**src/rtl/constraint_sample_sequencer_if.sv**
```systemverilog
// constraint_sample_sequencer_if: host, checker and sample-consumer signals of the sequencer.
interface constraint_sample_sequencer_if #(
  parameter int VEC_W = 256
);
  logic             start_i;
  logic [15:0]      req_n_i;
  logic             abort_i;
  logic             seed_load_i;
  logic [31:0]      seed_i;
  logic [VEC_W-1:0] cand_o;
  logic             cand_valid_o;
  logic             chk_x_i;
  logic [VEC_W-1:0] sample_o;
  logic             sample_valid_o;
  logic             sample_ready_i;
  logic             busy_o;
  logic             done_o;
  logic             fail_o;
  logic [15:0]      try_count_o;
  modport master (
    output start_i, req_n_i, abort_i, seed_load_i, seed_i, chk_x_i, sample_ready_i,
    input  cand_o, cand_valid_o, sample_o, sample_valid_o, busy_o, done_o, fail_o, try_count_o
  );
  modport slave (
    input  start_i, req_n_i, abort_i, seed_load_i, seed_i, chk_x_i, sample_ready_i,
    output cand_o, cand_valid_o, sample_o, sample_valid_o, busy_o, done_o, fail_o, try_count_o
  );
endinterface

```
**src/rtl/constraint_sample_sequencer.sv**
```systemverilog
// constraint_sample_sequencer: fills LFSR candidates, waits on the checker and emits accepted samples.
module constraint_sample_sequencer #(
  parameter int          VEC_W     = 256,
  parameter int          CHECK_LAT = 0,
  parameter int          MAX_TRIES = 1024,
  parameter logic [31:0] SEED      = 32'h0000_0001
) (
  input logic clk,
  input logic rst,
  constraint_sample_sequencer_if.slave bus
);
  localparam int WORDS = (VEC_W + 31) / 32;
  localparam int WW = WORDS > 1 ? $clog2(WORDS) : 1;
  localparam int LW = CHECK_LAT > 0 ? $clog2(CHECK_LAT + 1) : 1;
  typedef enum logic [2:0] {IDLE, FILL, CHECK, OUT, FAIL} state_t;
  state_t           state_q;
  logic [31:0]      lfsr_q, lfsr_d;
  logic [VEC_W-1:0] cand_q, cand_d, sample_q;
  logic [15:0]      rem_q, try_q, try_d;
  logic [WW-1:0]    word_q;
  logic [LW-1:0]    lat_q;
  logic             cvalid_q, svalid_q, busy_q, done_q, fail_q;
  assign lfsr_d = {1'b0, lfsr_q[31:1]} ^ (lfsr_q[0] ? 32'h8020_0003 : 32'h0);
  // Older words shift up so the first generated word ends in the top bits.
  assign cand_d = VEC_W'({cand_q, lfsr_d});
  assign try_d  = try_q + 16'(try_q != 16'hffff);
  assign bus.cand_o         = cand_q;
  assign bus.cand_valid_o   = cvalid_q;
  assign bus.sample_o       = sample_q;
  assign bus.sample_valid_o = svalid_q;
  assign bus.busy_o         = busy_q;
  assign bus.done_o         = done_q;
  assign bus.fail_o         = fail_q;
  assign bus.try_count_o    = try_q;
  always_ff @(posedge clk or posedge rst) begin
    if (rst) begin
      state_q  <= IDLE;
      lfsr_q   <= SEED;
      cand_q   <= '0;
      sample_q <= '0;
      rem_q    <= '0;
      try_q    <= '0;
      word_q   <= '0;
      lat_q    <= '0;
      cvalid_q <= 1'b0;
      svalid_q <= 1'b0;
      busy_q   <= 1'b0;
      done_q   <= 1'b0;
      fail_q   <= 1'b0;
    end else begin
      done_q <= 1'b0;
      if (bus.abort_i) begin
        state_q  <= IDLE;
        cvalid_q <= 1'b0;
        svalid_q <= 1'b0;
        busy_q   <= 1'b0;
        fail_q   <= 1'b0;
      end else begin
        case (state_q)
          IDLE, FAIL: begin
            if (bus.seed_load_i) lfsr_q <= bus.seed_i != 32'h0 ? bus.seed_i : SEED;
            if (bus.start_i) begin
              fail_q <= 1'b0;
              if (bus.req_n_i == 16'h0) begin
                state_q <= IDLE;
                done_q  <= 1'b1;
              end else begin
                state_q <= FILL;
                busy_q  <= 1'b1;
                rem_q   <= bus.req_n_i;
                try_q   <= '0;
                word_q  <= '0;
              end
            end
          end
          FILL: begin
            lfsr_q <= lfsr_d;
            cand_q <= cand_d;
            word_q <= word_q + WW'(1);
            if (word_q == WW'(WORDS - 1)) begin
              state_q  <= CHECK;
              cvalid_q <= 1'b1;
              lat_q    <= '0;
            end
          end
          CHECK: begin
            lat_q <= lat_q + LW'(1);
            if (lat_q == LW'(CHECK_LAT)) begin
              cvalid_q <= 1'b0;
              try_q    <= try_d;
              word_q   <= '0;
              if (bus.chk_x_i) begin
                state_q  <= OUT;
                sample_q <= cand_q;
                svalid_q <= 1'b1;
              end else if (try_d == 16'(MAX_TRIES)) begin
                state_q <= FAIL;
                busy_q  <= 1'b0;
                fail_q  <= 1'b1;
              end else begin
                state_q <= FILL;
              end
            end
          end
          OUT: begin
            if (bus.sample_ready_i) begin
              svalid_q <= 1'b0;
              rem_q    <= rem_q - 16'd1;
              word_q   <= '0;
              if (rem_q == 16'd1) begin
                state_q <= IDLE;
                busy_q  <= 1'b0;
                done_q  <= 1'b1;
              end else begin
                state_q <= FILL;
                try_q   <= '0;
              end
            end
          end
          default: state_q <= IDLE;
        endcase
      end
    end
  end
endmodule

```
**src/flat_wrapper.sv**
```systemverilog
// flat-port wrapper written by rule: the top's interface ports become plain ports
module constraint_sample_sequencer_flat 
#(
  parameter int          VEC_W     = 256,
  parameter int          CHECK_LAT = 0,
  parameter int          MAX_TRIES = 1024,
  parameter logic [31:0] SEED      = 32'h0000_0001
)
  (clk, rst, bus_start_i, bus_req_n_i, bus_abort_i, bus_seed_load_i, bus_seed_i, bus_chk_x_i, bus_sample_ready_i, bus_cand_o, bus_cand_valid_o, bus_sample_o, bus_sample_valid_o, bus_busy_o, bus_done_o, bus_fail_o, bus_try_count_o);
  constraint_sample_sequencer_if #(.VEC_W(VEC_W)) bus_i ();
  input logic clk;
  input logic rst;
  input wire logic [$bits(bus_i.start_i)-1:0] bus_start_i;
  input wire logic [$bits(bus_i.req_n_i)-1:0] bus_req_n_i;
  input wire logic [$bits(bus_i.abort_i)-1:0] bus_abort_i;
  input wire logic [$bits(bus_i.seed_load_i)-1:0] bus_seed_load_i;
  input wire logic [$bits(bus_i.seed_i)-1:0] bus_seed_i;
  input wire logic [$bits(bus_i.chk_x_i)-1:0] bus_chk_x_i;
  input wire logic [$bits(bus_i.sample_ready_i)-1:0] bus_sample_ready_i;
  output wire logic [$bits(bus_i.cand_o)-1:0] bus_cand_o;
  output wire logic [$bits(bus_i.cand_valid_o)-1:0] bus_cand_valid_o;
  output wire logic [$bits(bus_i.sample_o)-1:0] bus_sample_o;
  output wire logic [$bits(bus_i.sample_valid_o)-1:0] bus_sample_valid_o;
  output wire logic [$bits(bus_i.busy_o)-1:0] bus_busy_o;
  output wire logic [$bits(bus_i.done_o)-1:0] bus_done_o;
  output wire logic [$bits(bus_i.fail_o)-1:0] bus_fail_o;
  output wire logic [$bits(bus_i.try_count_o)-1:0] bus_try_count_o;
  assign bus_i.start_i = bus_start_i;
  assign bus_i.req_n_i = bus_req_n_i;
  assign bus_i.abort_i = bus_abort_i;
  assign bus_i.seed_load_i = bus_seed_load_i;
  assign bus_i.seed_i = bus_seed_i;
  assign bus_i.chk_x_i = bus_chk_x_i;
  assign bus_i.sample_ready_i = bus_sample_ready_i;
  assign bus_cand_o = bus_i.cand_o;
  assign bus_cand_valid_o = bus_i.cand_valid_o;
  assign bus_sample_o = bus_i.sample_o;
  assign bus_sample_valid_o = bus_i.sample_valid_o;
  assign bus_busy_o = bus_i.busy_o;
  assign bus_done_o = bus_i.done_o;
  assign bus_fail_o = bus_i.fail_o;
  assign bus_try_count_o = bus_i.try_count_o;
  constraint_sample_sequencer #(.VEC_W(VEC_W), .CHECK_LAT(CHECK_LAT), .MAX_TRIES(MAX_TRIES), .SEED(SEED)) u_core (.clk(clk), .rst(rst), .bus(bus_i));
endmodule
```
**config.mk**
```make
export PLATFORM = sky130hd
export DESIGN_NAME = constraint_sample_sequencer_flat
export DESIGN_NICKNAME = d
export VERILOG_FILES = /design/src/rtl/constraint_sample_sequencer_if.sv /design/src/rtl/constraint_sample_sequencer.sv /design/src/flat_wrapper.sv
export SDC_FILE = /design/constraint.sdc
export NUM_CORES = 1
export LEC_CHECK = 0
export CELL_PAD_IN_SITES_DETAIL_PLACEMENT = 2
export CELL_PAD_IN_SITES_GLOBAL_PLACEMENT = 2
export CORE_AREA = 2 2 269 271
export CTS_CLUSTER_DIAMETER = 100
export CTS_CLUSTER_SIZE = 30
export DETAILED_ROUTE_END_ITERATION = 10
export DIE_AREA = 0 0 271 273
export HOLD_SLACK_MARGIN = 0.08
export MAX_ROUTING_LAYER = met4
export PLACE_DENSITY = 0.91
export SYNTH_ARGS = -nofsm -noshare
export SYNTH_HDL_FRONTEND = slang
export SYNTH_SLANG_ARGS = --single-unit
```
**constraint.sdc**
```tcl
create_clock -name clk -period 24.6 [get_ports clk]
set_input_delay 2.46 -clock clk [delete_from_list [all_inputs] [get_ports clk]]
set_output_delay 2.46 -clock clk [all_outputs]
set_load 0.02 [all_outputs]
```
# [After elaboration in Yosys (flattened, before gate mapping)]
# Cells that the tools add are included.
[totals] register_bits=588 output_inout_bits=533 wordCells=130
[op_classes] add_sub_neg=4 n_eq_ne=24 n_mux=61 bitwise=3 reduce_logical=25
[ops] cell="$mux 16" count=8
[ops] cell="$mux 32" count=3
[ops] cell="$pmux 32 s2" count=1
[ops] cell="$pmux 16 s3" count=1
[ops] cell="$mux 3" count=11
[ops] cell="$pmux 16 s2" count=1
[ops] cell="$reduce_bool 32->1" count=1
[ops] cell="$xor 31x32->32" count=1
[ops] cell="$mux 1" count=28
[ops] cell="$pmux 3 s4" count=2
[ops] cell="$ne 3x3->1 const B" count=6
[ops] cell="$add 16x1->16" count=1
[ops] cell="$eq 16x1->1 const B" count=1
[ops] cell="$eq 16x11->1 const B" count=1
[ops] cell="$logic_not 16->1" count=1
[ops] cell="$ne 16x16->1 const B" count=1
[ops] cell="$sub 16x1->16 const B" count=1
[ops] cell="$ne 2x2->1 const B" count=6
[ops] cell="$reduce_and 4->1" count=3
[ops] cell="$reduce_bool 3->1" count=4
[ops] cell="$pmux 1 s2" count=5
[ops] cell="$reduce_and 5->1" count=2
[ops] cell="$ne 3x2->1 const B" count=3
[ops] cell="$reduce_and 3->1" count=3
[ops] cell="other kinds (16)" count=22

# [Depth between registers and ports, before layout]
# Gate-level depths: netlist of run 1.
[logic_depth] depth_word=8 ltp_mapped=13 mapped_depth_nobuf=11

# [Worst setup path before layout of run 1]
# OpenSTA, ideal clock, no wires.
[synth_timing] path_type="input -> register" start="input port bus_sample_ready_i" end="register u_core.cand_q[100], in the netlist u_core.bus.cand_o[100]" setup_ns=0.125 arrival_ns=4.000 path_slack_ns=20.475 path_stages=7 n_path_buf=3 path_cell_list="nor4bb_1 or3_1 clkbuf_1 nor2_1 clkbuf_1 buf_2 mux2_2"
[synth_rtl] element="from (decl)" line="flat_wrapper.sv:19" rtl="input wire logic [$bits(bus_i.sample_ready_i)-1:0] bus_sample_ready_i;"
[synth_rtl] element="to (signal assigned)" line="constraint_sample_sequencer.sv:78" rtl="cand_q <= cand_d;"
[synth_rtl] element="to (decl)" line="constraint_sample_sequencer.sv:18" rtl="logic [VEC_W-1:0] cand_q, cand_d, sample_q;"

# [Worst setup path after layout of run 1]
[layout_timing] start="input port bus_abort_i" end="register u_core.sample_q[192], in the netlist u_core.bus.sample_o[192]"
[layout_between] elab_chain_cells=2
[layout_rtl] element="from (decl)" line="flat_wrapper.sv:15" rtl="input wire logic [$bits(bus_i.abort_i)-1:0] bus_abort_i;"
[layout_rtl] element="$not 1->1 (no source line)"
[layout_rtl] element="$reduce_and 4->1 (no source line)"
[layout_rtl] element="to (signal assigned)" line="constraint_sample_sequencer.sv:94" rtl="sample_q <= cand_q;"
[layout_rtl] element="to (decl)" line="constraint_sample_sequencer.sv:18"
# No other way between the ends.
# A chain may end at the register's enable or synchronous reset.

==> results.py, run 1 <==
metrics = {
    "yosys": {
        "syn-num-nets": 1672,
        "synth_mux_area_share_pct": 25.36,
        "ys_async_sr_fraction_pct": 100.0,
        "synth_edf_count": 0,
        "synth_simple_gate_area_share_pct": 4.222,
        "syn_inst": 1611,
        "synth_fa_ha_area_share_pct": 0.3219,
        "ys.flop_type": "dfrtp_1",
        "synth-xor-area-share_pct": 0.1878,
        "ys_seq_elements": 588,
        "yosysTopAreaCell": "dfrtp_1",
        "ys_types": 60,
        "syn_area_sq_um": 23320,
        "synth-compound-area-share_pct": 4.780,
        "synth_top_area_share_pct": 62.98,
        "avgSynthCellArea_sq_um": 14.48,
        "synth.yosys.seq_area_share_pct": 63.10,
        "synth_top_family_by_area": "multiplexers",
        "synth_area_leaders": "dfrtp_1 63%, mux2_2 25%, o21ai_0 1.9%, buf_2 1.1%, nand2_1 1.0%",
        "yosys_warnings": 0,
    },
    "global_route": {
        "grt_overflow_total": 0,
        "antenna_found_initial": 6,
        "grt_pass1_vias": 18285,
        "gr-usage-all-layers_pct": 24.77,
        "grt_pass1_wl_microns": 134000,
        "grt_max_degree": 178,
    },
    "route": {
        "drtPass1Iterations": 5,
        "wl_per_cell_microns": 29.23,
        "vias_per_cell": 5.164,
        "drc_errors": 0,
        "wl_met1_microns": 34430,
        "drt_iter0_drc": 753,
        "ant_nets": 0,
        "dr_wl_met3_microns": 4991,
        "routed_wl_microns": 91270,
        "vias": 16122,
        "wl_met2_microns": 47860,
        "top_layer_used": "met4",
    },
    "clock_tree": {
        "cts-root-buf": "clkbuf_16",
        "cts_resized": 0,
        "cts_hold_buf": 0,
        "clk_latency_ns": 0.64,
        "htree_levels": 1,
        "cts_buffers": 28,
        "clk_transition_reported_paths_ns": 0.12,
        "clk_path_buf_depth": 3,
        "cts_tree": "built",
        "postCtsSetupBuffers": 0,
        "clkSinkCount": 588,
    },
    "timing": {
        "hold_slack_ns": 0.5197,
        "grt_setup_unrepaired": "false",
        "worstMarginPinSlew_ns": 1.188,
        "setup_violations": 0,
        "fin_crit_ns": 6.269,
        "relSlewSlack_pct": 20.79,
        "hold_viol_final": 0,
        "clock_skew_ns": 0.04060,
        "final_max_slew_viol_count": 0,
        "fmax_mhz": 159.5,
        "period_share_pct": 25.48,
        "final.setup.tns_ns": 0,
    },
    "worst_hold_path": {
        "holdCritStartpoint": "u_core.bus.sample_o[68]$_DFFE_PP0P_",
        "hp-class": "flop to flop",
    },
    "final_layout": {
        "drive_gt1_share_pct": 27.04,
        "multiInputGateArea_sq_um": 8152,
        "syn_to_final_growth_pct": 33.42,
        "fill_cells": 6796,
        "mostFrequentLayoutCells": "587 x clkdlybuf4s50_1, 587 x dfrtp_1, 510 x mux2_2",
        "utilization_pct": 43.83,
        "nets": 2210,
        "seqCellArea_sq_um": 14720,
    },
    "critical_path": {
        "path_common_cell": "buf_4",
        "crit_path_top_delay_cell": "buf_4",
        "crit_arrival_ns": 6.79,
        "path_cells": "clkdlybuf4s50_1 > nor2_1 > and3_4 > buf_4 > buf_4 > mux2_2",
        "critPathKind": "input port to flop",
        "cp-end-kind": "flop",
        "cp.buffers_inverters": 3,
        "crit_fanout": 82,
        "critPathLaunch": "bus_abort_i",
        "reg2reg_from": "u_core.state_q[0]$_DFFE_PP0P_",
        "crit_family": "buffers and inverters",
        "cp.required_ns": 25.12,
        "max_stage_delay_ns": 0.98,
        "worst_setup_path_start_kind": "input port",
    },
    "place": {
        "hpwl_microns": 65110,
        "portBuffers": 587,
        "gp_congestion": 0.8597,
    },
    "floorplanning": {
        "start_util_pct": 32.85,
        "core_area_sq_um": 71000,
        "fp.dieArea_sq_um": 73980,
        "die_x_microns": 271,
        "chipHeight_microns": 273,
        "io-pin-count": 588,
        "row_count": 98,
    },
    "job": {
        "cap_viol_max_count": 0,
    },
    "status": {
        "run_status": "complete, no violations",
    },
    "pwr": {
        "power.density_nw_per_um2": 122.5,
        "vdd_drop_max_mv": 0.05817,
        "p_leak_nw": 13.95,
    },
}
==> per-stage QoR <==
stage | power (W) | cells | instance area [sq um] | worst slack [ns]
floorplan | 0.002256 | 1611 | 23320 | 5.687
global placement | 0.003041 | 3069 | 30100 | 18.04
detailed placement | 0.003188 | 3069 | 30100 | 17.76
CTS | 0.003847 | 3117 | 31100 | 18.43
global route | 0.003972 | 3122 | 31120 | 18.23
finish | 0.003813 | 3122 | 31120 | 18.33
==> Yosys cell counts (2+ instances only) <==
cell type / count
a22oi_1: 18
mux2i_1: 16
or2_2: 2
a31oi_1: 10
ha_1: 6
o31ai_1: 6
clkbuf_1: 36
a22o_1: 5
or3_1: 3
buf_4: 3
nand4_1: 10
nor4_1: 19
or4_4: 2
dfrtp_1: 587
inv_1: 9
nand3_1: 10
o21ai_0: 88
buf_2: 52
xor2_1: 2
o21a_1: 3
o32ai_1: 3
xnor2_1: 3
nor3_1: 15
and2_1: 8
nor3b_1: 4
a21o_1: 2
o22a_1: 3
nand2_1: 62
o41ai_1: 2
and3_1: 7
or4b_1: 2
buf_6: 2
nor2b_1: 2
a21oi_1: 33
mux2_2: 510
nor2_1: 42
==> layer usage <==
metal	GRT usage (%)	up-vias
met5	-	-
met4	9.610	0
met3	5.395	166
met2	43.65	492
met1	27.30	8623
li1	-	6841
==> logic make-up after synthesis <==
group           Yosys count
simple gates            196
buf+inv                 102
mux                     527
fa+ha+maj                 6
flops                   588
compound gates          187
xor+xnor                  5
==> worst paths after layout <==
path | end | depth (start not counted) | slack (ns)
hold / removal | u_core.bus.sample_o[68]$_DFFE_PP0P_ | 1 | 0.52
setup / recovery | u_core.bus.sample_o[192]$_DFFE_PP0P_ | 6 | 18.33
max in group asynchronous | u_core.bus.sample_o[15]$_DFFE_PP0P_ | 4 | 19.81
min in group asynchronous | u_core.bus.sample_o[243]$_DFFE_PP0P_ | 2 | 2.39
setup reg to reg | u_core.bus.sample_o[192]$_DFFE_PP0P_ | 7 | 19.41
hold reg to reg | u_core.bus.sample_o[68]$_DFFE_PP0P_ | 1 | 0.52
==> sequential cells by signal, summed over array words and instances, names as in the netlist <==
register,flops
u_core.lat_q,1
u_core.state_q,3
u_core.bus.fail_o,1
u_core.bus.try_count_o,16
u_core.bus.cand_valid_o,1
u_core.bus.done_o,1
u_core.rem_q,16
u_core.word_q,3
u_core.bus.busy_o,1
u_core.lfsr_q,32
u_core.bus.sample_valid_o,1
u_core.bus.sample_o,256
u_core.bus.cand_o,256
==> layout make-up <==
| type | count | share of cell area (%) |
|---|---|---|
| sequential | 588 | 47.29 |
| timing repair buffer | 601 | 19.30 |
| multi-input combinational | 921 | 26.20 |
| clock inverter | 17 | 0.9007 |
| antenna | 5 | 0.04021 |
| clock buffer | 31 | 2.320 |
| inverter | 9 | 0.1327 |
| tap | 950 | 3.820 |
==> report_power, final <==
group	switching [W]	internal, W	total (W)
clock	0.000359	0.000259	0.000619
sequential	0.000393	0.00126	0.00166
combinational	0.000808	0.000729	0.00154
Note: power is estimated with default switching activity, not from simulation.
==> run 2, diff against run 1 <==
Settings changed: CORE_AREA 2 2 269 271 to 2 2 282 284, DIE_AREA 0 0 271 273 to 0 0 284 286, PLACE_DENSITY 0.91 to 0.88.
Clock period 24.6 ns to 5.7 ns, I/O delays scaled along.
==> run 2 against run 1 <==
Effect of this change: critical path depth rose by 5; critical path type is now flop to flop; clock-buffer cell count rose by 3; critical endpoint is now u_core.bus.busy_o$_DFFE_PP0P_; clock skew fell by 0.014 ns; cell count rose by 3.3%; register-to-register slack got worse by 18 ns; die area rose by 9.8%; global-route usage fell by 3.4 points; first-iteration DRC count fell by 3.6%; largest power group unchanged; highest routed layer unchanged; power rose to 4.2 times the previous value; sequential cell count did not move; setup slack got worse by 17 ns.
==> results.py, run 2 (synthesis gave the netlist of run 1 again) <==
metrics = {
    "status": {
        "run_status": "complete, no violations",
    },
    "clock_tree": {
        "clkSinkCount": 588,
        "cts_buffers": 28,
        "clk_transition_reported_paths_ns": 0.12,
        "htree_levels": 1,
        "cts_hold_buf": 0,
        "clk_latency_ns": 0.62,
        "cts-root-buf": "clkbuf_16",
        "clk_path_buf_depth": 3,
        "cts_tree": "built",
        "postCtsSetupBuffers": 0,
        "cts_resized": 0,
    },
    "floorplanning": {
        "fp.dieArea_sq_um": 81220,
        "row_count": 103,
        "chipHeight_microns": 286,
        "core_area_sq_um": 78360,
        "start_util_pct": 29.76,
        "io-pin-count": 588,
        "die_x_microns": 284,
    },
    "global_route": {
        "grt_overflow_total": 0,
        "grt_pass1_wl_microns": 128200,
        "antenna_found_initial": 7,
        "gr-usage-all-layers_pct": 21.35,
        "grt_max_degree": 147,
        "grt_pass1_vias": 17984,
    },
    "route": {
        "ant_nets": 0,
        "vias": 15925,
        "drt_iter0_drc": 726,
        "drtPass1Iterations": 5,
        "routed_wl_microns": 86550,
        "vias_per_cell": 4.938,
        "wl_per_cell_microns": 26.84,
        "drc_errors": 0,
    },
    "pwr": {
        "power.density_nw_per_um2": 516.6,
        "p_int_w": 0.009646,
        "p_leak_nw": 13.96,
        "power_frac_clock_pct": 15.8,
        "swShare_pct": 40.35,
        "pwr-share-seq_pct": 44.0,
        "p_comb_share_pct": 40.2,
        "vdd_drop_max_mv": 0.2153,
        "p_sw_w": 0.006524,
    },
    "place": {
        "portBuffers": 587,
        "dpl.cell_count": 3172,
        "gp_congestion": 0.8682,
        "place_ws_ns": 1.830,
        "hpwl_microns": 62720,
    },
    "final_layout": {
        "nets": 2213,
        "mostFrequentLayoutCells": "587 x clkdlybuf4s50_1, 587 x dfrtp_1, 510 x mux2_2",
        "fin_cells": 3225,
        "drive_gt1_share_pct": 27.06,
        "syn_to_final_growth_pct": 34.19,
    },
    "critical_path": {
        "cp.buffers_inverters": 0,
        "worst_setup_path_start_kind": "flop",
        "crit_arrival_ns": 4.51,
        "critPathLaunch": "u_core.bus.try_count_o[9]$_DFFE_PP0P_",
        "crit_path_top_delay_cell": "dfrtp_1",
        "cp.required_ns": 6.22,
        "reg2reg_setup_slack_ns": 1.71,
        "r2r_cells": 11,
        "crit_fanout": 10,
        "path_cells": "and3_1 > and2_1 > nand3_1 > ha_1 > ha_1 > and3_1 > nand4_2 > xor2_1 > or4_4 > or4_4 > a31o_1",
        "cp-end-kind": "flop",
        "max_stage_delay_ns": 0.50,
        "reg2reg_from": "u_core.bus.try_count_o[9]$_DFFE_PP0P_",
        "reg2reg_to": "u_core.bus.busy_o$_DFFE_PP0P_",
        "critPathKind": "flop to flop",
        "crit_family": "simple AND/OR/NAND/NOR gates",
    },
    "timing": {
        "fin_crit_ns": 3.990,
        "grt_setup_unrepaired": "false",
        "worstMarginPinSlew_ns": 1.414,
        "setup_violations": 0,
        "final.setup.tns_ns": 0,
        "clock_skew_ns": 0.02710,
        "fmax_mhz": 250.6,
        "final_max_slew_viol_count": 0,
        "hold_viol_final": 0,
        "final.setup.worst_slack_ns": 1.710,
        "relSlewSlack_pct": 5.555,
        "period_share_pct": 70.00,
    },
    "job": {
        "cap_viol_max_count": 0,
    },
    "worst_hold_path": {
        "hp-class": "input port to asynchronous set/reset pin",
    },
}
==> run 2: worst max path at each step <==
| stage | endpoint | slack (ns) | depth (start not counted) |
|---|---|---|---|
| CTS | u_core.bus.busy_o$_DFFE_PP0P_ | 1.78 | 11 |
| global placement | u_core.bus.busy_o$_DFFE_PP0P_ | 2.09 | 11 |
| detailed placement | u_core.bus.busy_o$_DFFE_PP0P_ | 1.83 | 11 |
| global route | u_core.bus.busy_o$_DFFE_PP0P_ | 1.60 | 11 |
| finish | u_core.bus.busy_o$_DFFE_PP0P_ | 1.71 | 11 |
| floorplan | u_core.bus.busy_o$_DFFE_PP0P_ | -2.88 | 1 |
==> run 2: worst reg2reg max path, cell delays in order (launching register included) <==
cell	delay (ns)
dfrtp_1	0.50
and3_1	0.29
and2_1	0.23
nand3_1	0.13
ha_1	0.36
ha_1	0.37
and3_1	0.46
nand4_2	0.20
xor2_1	0.20
or4_4	0.50
or4_4	0.44
a31o_1	0.23
==> run 2: final cells by class <==
class / instances / area (sq um)
Sequential cell: 588 / 14720
Antenna cell: 6 / 15.01
Multi-Input combinational cell: 921 / 8147
Timing Repair Buffer: 604 / 6103
Tap cell: 1050 / 1314
Inverter: 9 / 37.54
Clock inverter: 13 / 190.2
Clock buffer: 34 / 774.5
Fill cell: 7827 / 47060
==> run 2: per-layer routing <==
| metal | share of wire (%) | GRT usage, % | up-vias |
|---|---|---|---|
| li1 | - | - | 6855 |
| met1 | 39 | 24.53 | 8467 |
| met2 | 52 | 37.54 | 462 |
| met3 | 4.7 | 3.604 | 141 |
| met4 | 3.9 | 7.632 | 0 |
| met5 | 0 | - | - |
==> run 2: stage by stage <==
stage                     hold slack (ns)  instance area (sq um)  power (W)  utilization, %
after detailed placement           0.4960                  30320    0.01369           38.69
after CTS                          0.3410                  31280    0.01638           39.92
final                              0.3606                  31300    0.01617           39.94
after floorplan                    0.4652                  23330   0.009739               -
after global placement             0.4838                  30320    0.01313           38.69
after global routing               0.3500                  31290    0.01690           39.94
==> run 2: power by group through the flow <==
| stage | sequential, W | clock [W] | combinational [W] |
|---|---|---|---|
| floorplan | 0.00776 | 0 | 0.00197 |
| global placement | 0.00696 | 0 | 0.00617 |
| detailed placement | 0.00717 | 0 | 0.00652 |
| CTS | 0.00713 | 0.00267 | 0.00659 |
| global route | 0.00730 | 0.00279 | 0.00681 |
| finish | 0.00712 | 0.00255 | 0.00650 |
==> run 3, diff against run 2 <==
Settings changed: CORE_AREA 2 2 282 284 to 2 2 269 271, DIE_AREA 0 0 284 286 to 0 0 271 273, PLACE_DENSITY 0.88 to 0.91.
Clock period 5.7 ns to 4.1 ns, I/O delays scaled along.
==> run 3 against run 2 <==
Effect of this change: sequential cell count stayed put; power grew 41%; sequential share of layout area is 0.30 points lower; combinational power increased by 42%; routed wire length increased by 4.6%; cell count down 2.3%; critical path type unchanged; clock skew increased by 0.023 ns; setup slack lost 1.5 ns; global-route usage rose by 3.4 points; cell area increased by 0.65%; highest routed layer unchanged; first-iteration DRC count increased by 33%.
==> results.py, run 3 (synthesis gave the netlist of run 1 again) <==
metrics = {
    "global_route": {
        "grt_overflow_total": 0,
        "gr-usage-all-layers_pct": 24.77,
        "antenna_found_initial": 12,
        "grt_pass1_vias": 18469,
        "grt_pass1_wl_microns": 134300,
        "grt_max_degree": 101,
    },
    "critical_path": {
        "worst_setup_path_start_kind": "flop",
        "critPathKind": "flop to flop",
        "cp-end-kind": "flop",
        "r2r_cells": 11,
        "crit_arrival_ns": 4.37,
        "crit_fanout": 10,
        "reg2reg_from": "u_core.bus.try_count_o[9]$_DFFE_PP0P_",
        "reg2reg_to": "u_core.bus.busy_o$_DFFE_PP0P_",
        "reg2reg_setup_slack_ns": 0.23,
        "cp.required_ns": 4.60,
    },
    "pwr": {
        "p_leak_nw": 14.12,
        "fin_total_pwr_w": 0.02281,
        "power.density_nw_per_um2": 724.1,
        "vdd_drop_max_mv": 0.3896,
    },
    "route": {
        "drc_errors": 0,
        "drtPass1Iterations": 6,
        "vias": 16140,
        "wl_per_cell_microns": 28.74,
        "drt_iter0_drc": 967,
        "routed_wl_microns": 90550,
        "ant_nets": 0,
        "vias_per_cell": 5.122,
    },
    "final_layout": {
        "drive_gt1_share_pct": 27.87,
        "fin_area_sq_um": 31500,
        "nets": 2236,
        "syn_to_final_growth_pct": 35.06,
        "mostFrequentLayoutCells": "587 x clkdlybuf4s50_1, 587 x dfrtp_1, 510 x mux2_2",
    },
    "clock_tree": {
        "cts_tree": "built",
        "clkSinkCount": 588,
        "cts_buffers": 28,
        "htree_levels": 1,
        "cts_hold_buf": 0,
        "clk_path_buf_depth": 3,
        "clk_latency_ns": 0.64,
        "clk_transition_reported_paths_ns": 0.11,
        "cts-root-buf": "clkbuf_16",
    },
    "floorplanning": {
        "start_util_pct": 32.85,
        "die_x_microns": 271,
        "fp.dieArea_sq_um": 73980,
        "io-pin-count": 588,
        "row_count": 98,
        "core_area_sq_um": 71000,
        "chipHeight_microns": 273,
    },
    "timing": {
        "final_max_slew_viol_count": 0,
        "fin_crit_ns": 3.867,
        "clock_skew_ns": 0.05036,
        "hold_slack_ns": 0.2899,
        "period_share_pct": 94.32,
        "worstMarginPinSlew_ns": 1.138,
        "grt_setup_unrepaired": "false",
        "relSlewSlack_pct": 24.10,
        "fmax_mhz": 258.6,
        "final.setup.worst_slack_ns": 0.2330,
        "final.setup.tns_ns": 0,
        "setup_violations": 0,
        "hold_viol_final": 0,
    },
    "place": {
        "portBuffers": 587,
        "placed_area_sq_um": 30460,
        "gp_congestion": 0.8825,
        "place_ws_ns": 0.2739,
        "hpwl_microns": 68590,
    },
    "status": {
        "run_status": "complete, no violations",
    },
    "worst_hold_path": {
        "hp-class": "input port to asynchronous set/reset pin",
    },
    "job": {
        "cap_viol_max_count": 0,
    },
}
==> run 3: cell count changes in the layout (fill, tap and decap cells not counted), moves of 3 or more <==
cell       previous run  this run
buf_4                 9        24
buf_12                8        16
bufinv_16             0         3
clkbuf_8              3         0
diode_2               6         9
==> run 3: report_power, final <==
part / switching (W) / leakage [nW] / internal, W
combinational: 0.00483 / 5.74 / 0.00443
sequential: 0.00231 / 7.90 / 0.00759
clock: 0.00211 / 0.481 / 0.00154
total: 0.00925 / 14.1 / 0.0136
==> run 3: repair_timing <==
item | CTS | global route
setup buffers | 0 | 0
resized for setup | 0 | 2
endpoints found under the setup margin | 0 | 1
==> run 3: final cells by class <==
type / instances / area [sq um]
Sequential cell: 588 / 14720
Clock inverter: 16 / 294.0
Tap cell: 950 / 1189
Clock buffer: 31 / 711.9
Inverter: 9 / 37.54
Antenna cell: 9 / 22.52
Timing Repair Buffer: 627 / 6376
Multi-Input combinational cell: 921 / 8154
Fill cell: 6823 / 39500
==> run 3: per-layer routing <==
metal	vias to the layer above	track usage, %	wire length [microns]
met5	-	-	0
met4	0	7.226	2941
met3	120	3.875	3982
met2	461	45.05	48580
met1	8662	28.01	35050
li1	6897	-	-
==> run 3: metrics by stage <==
step                      instances  utilization [%]
after floorplan                1611                -
after global placement         3095            42.91
after detailed placement       3095            42.91
after CTS                      3142            44.33
after global routing           3151            44.37
final                          3151            44.37
==> run 3: worst max-delay path by stage <==
stage                                          to                                    from  cells after the start
CTS                 u_core.bus.busy_o$_DFFE_PP0P_   u_core.bus.try_count_o[9]$_DFFE_PP0P_                     11
global placement    u_core.bus.busy_o$_DFFE_PP0P_  u_core.bus.try_count_o[10]$_DFFE_PP0P_                     11
detailed placement  u_core.bus.busy_o$_DFFE_PP0P_   u_core.bus.try_count_o[9]$_DFFE_PP0P_                     11
finish              u_core.bus.busy_o$_DFFE_PP0P_   u_core.bus.try_count_o[9]$_DFFE_PP0P_                     11
global route        u_core.bus.busy_o$_DFFE_PP0P_   u_core.bus.try_count_o[9]$_DFFE_PP0P_                     11
floorplan           u_core.bus.busy_o$_DFFE_PP0P_                                     rst                      1
==> run 3: worst max-delay path: stages, from the launching register on <==
cell and delay, ns:
dfrtp_1 0.52, and3_1 0.31, and2_1 0.26, nand3_1 0.12, ha_1 0.32, ha_1 0.32
and3_2 0.34, nor4_2 0.25, a31oi_1 0.09, or4_4 0.55, or4_4 0.45, a31o_1 0.24
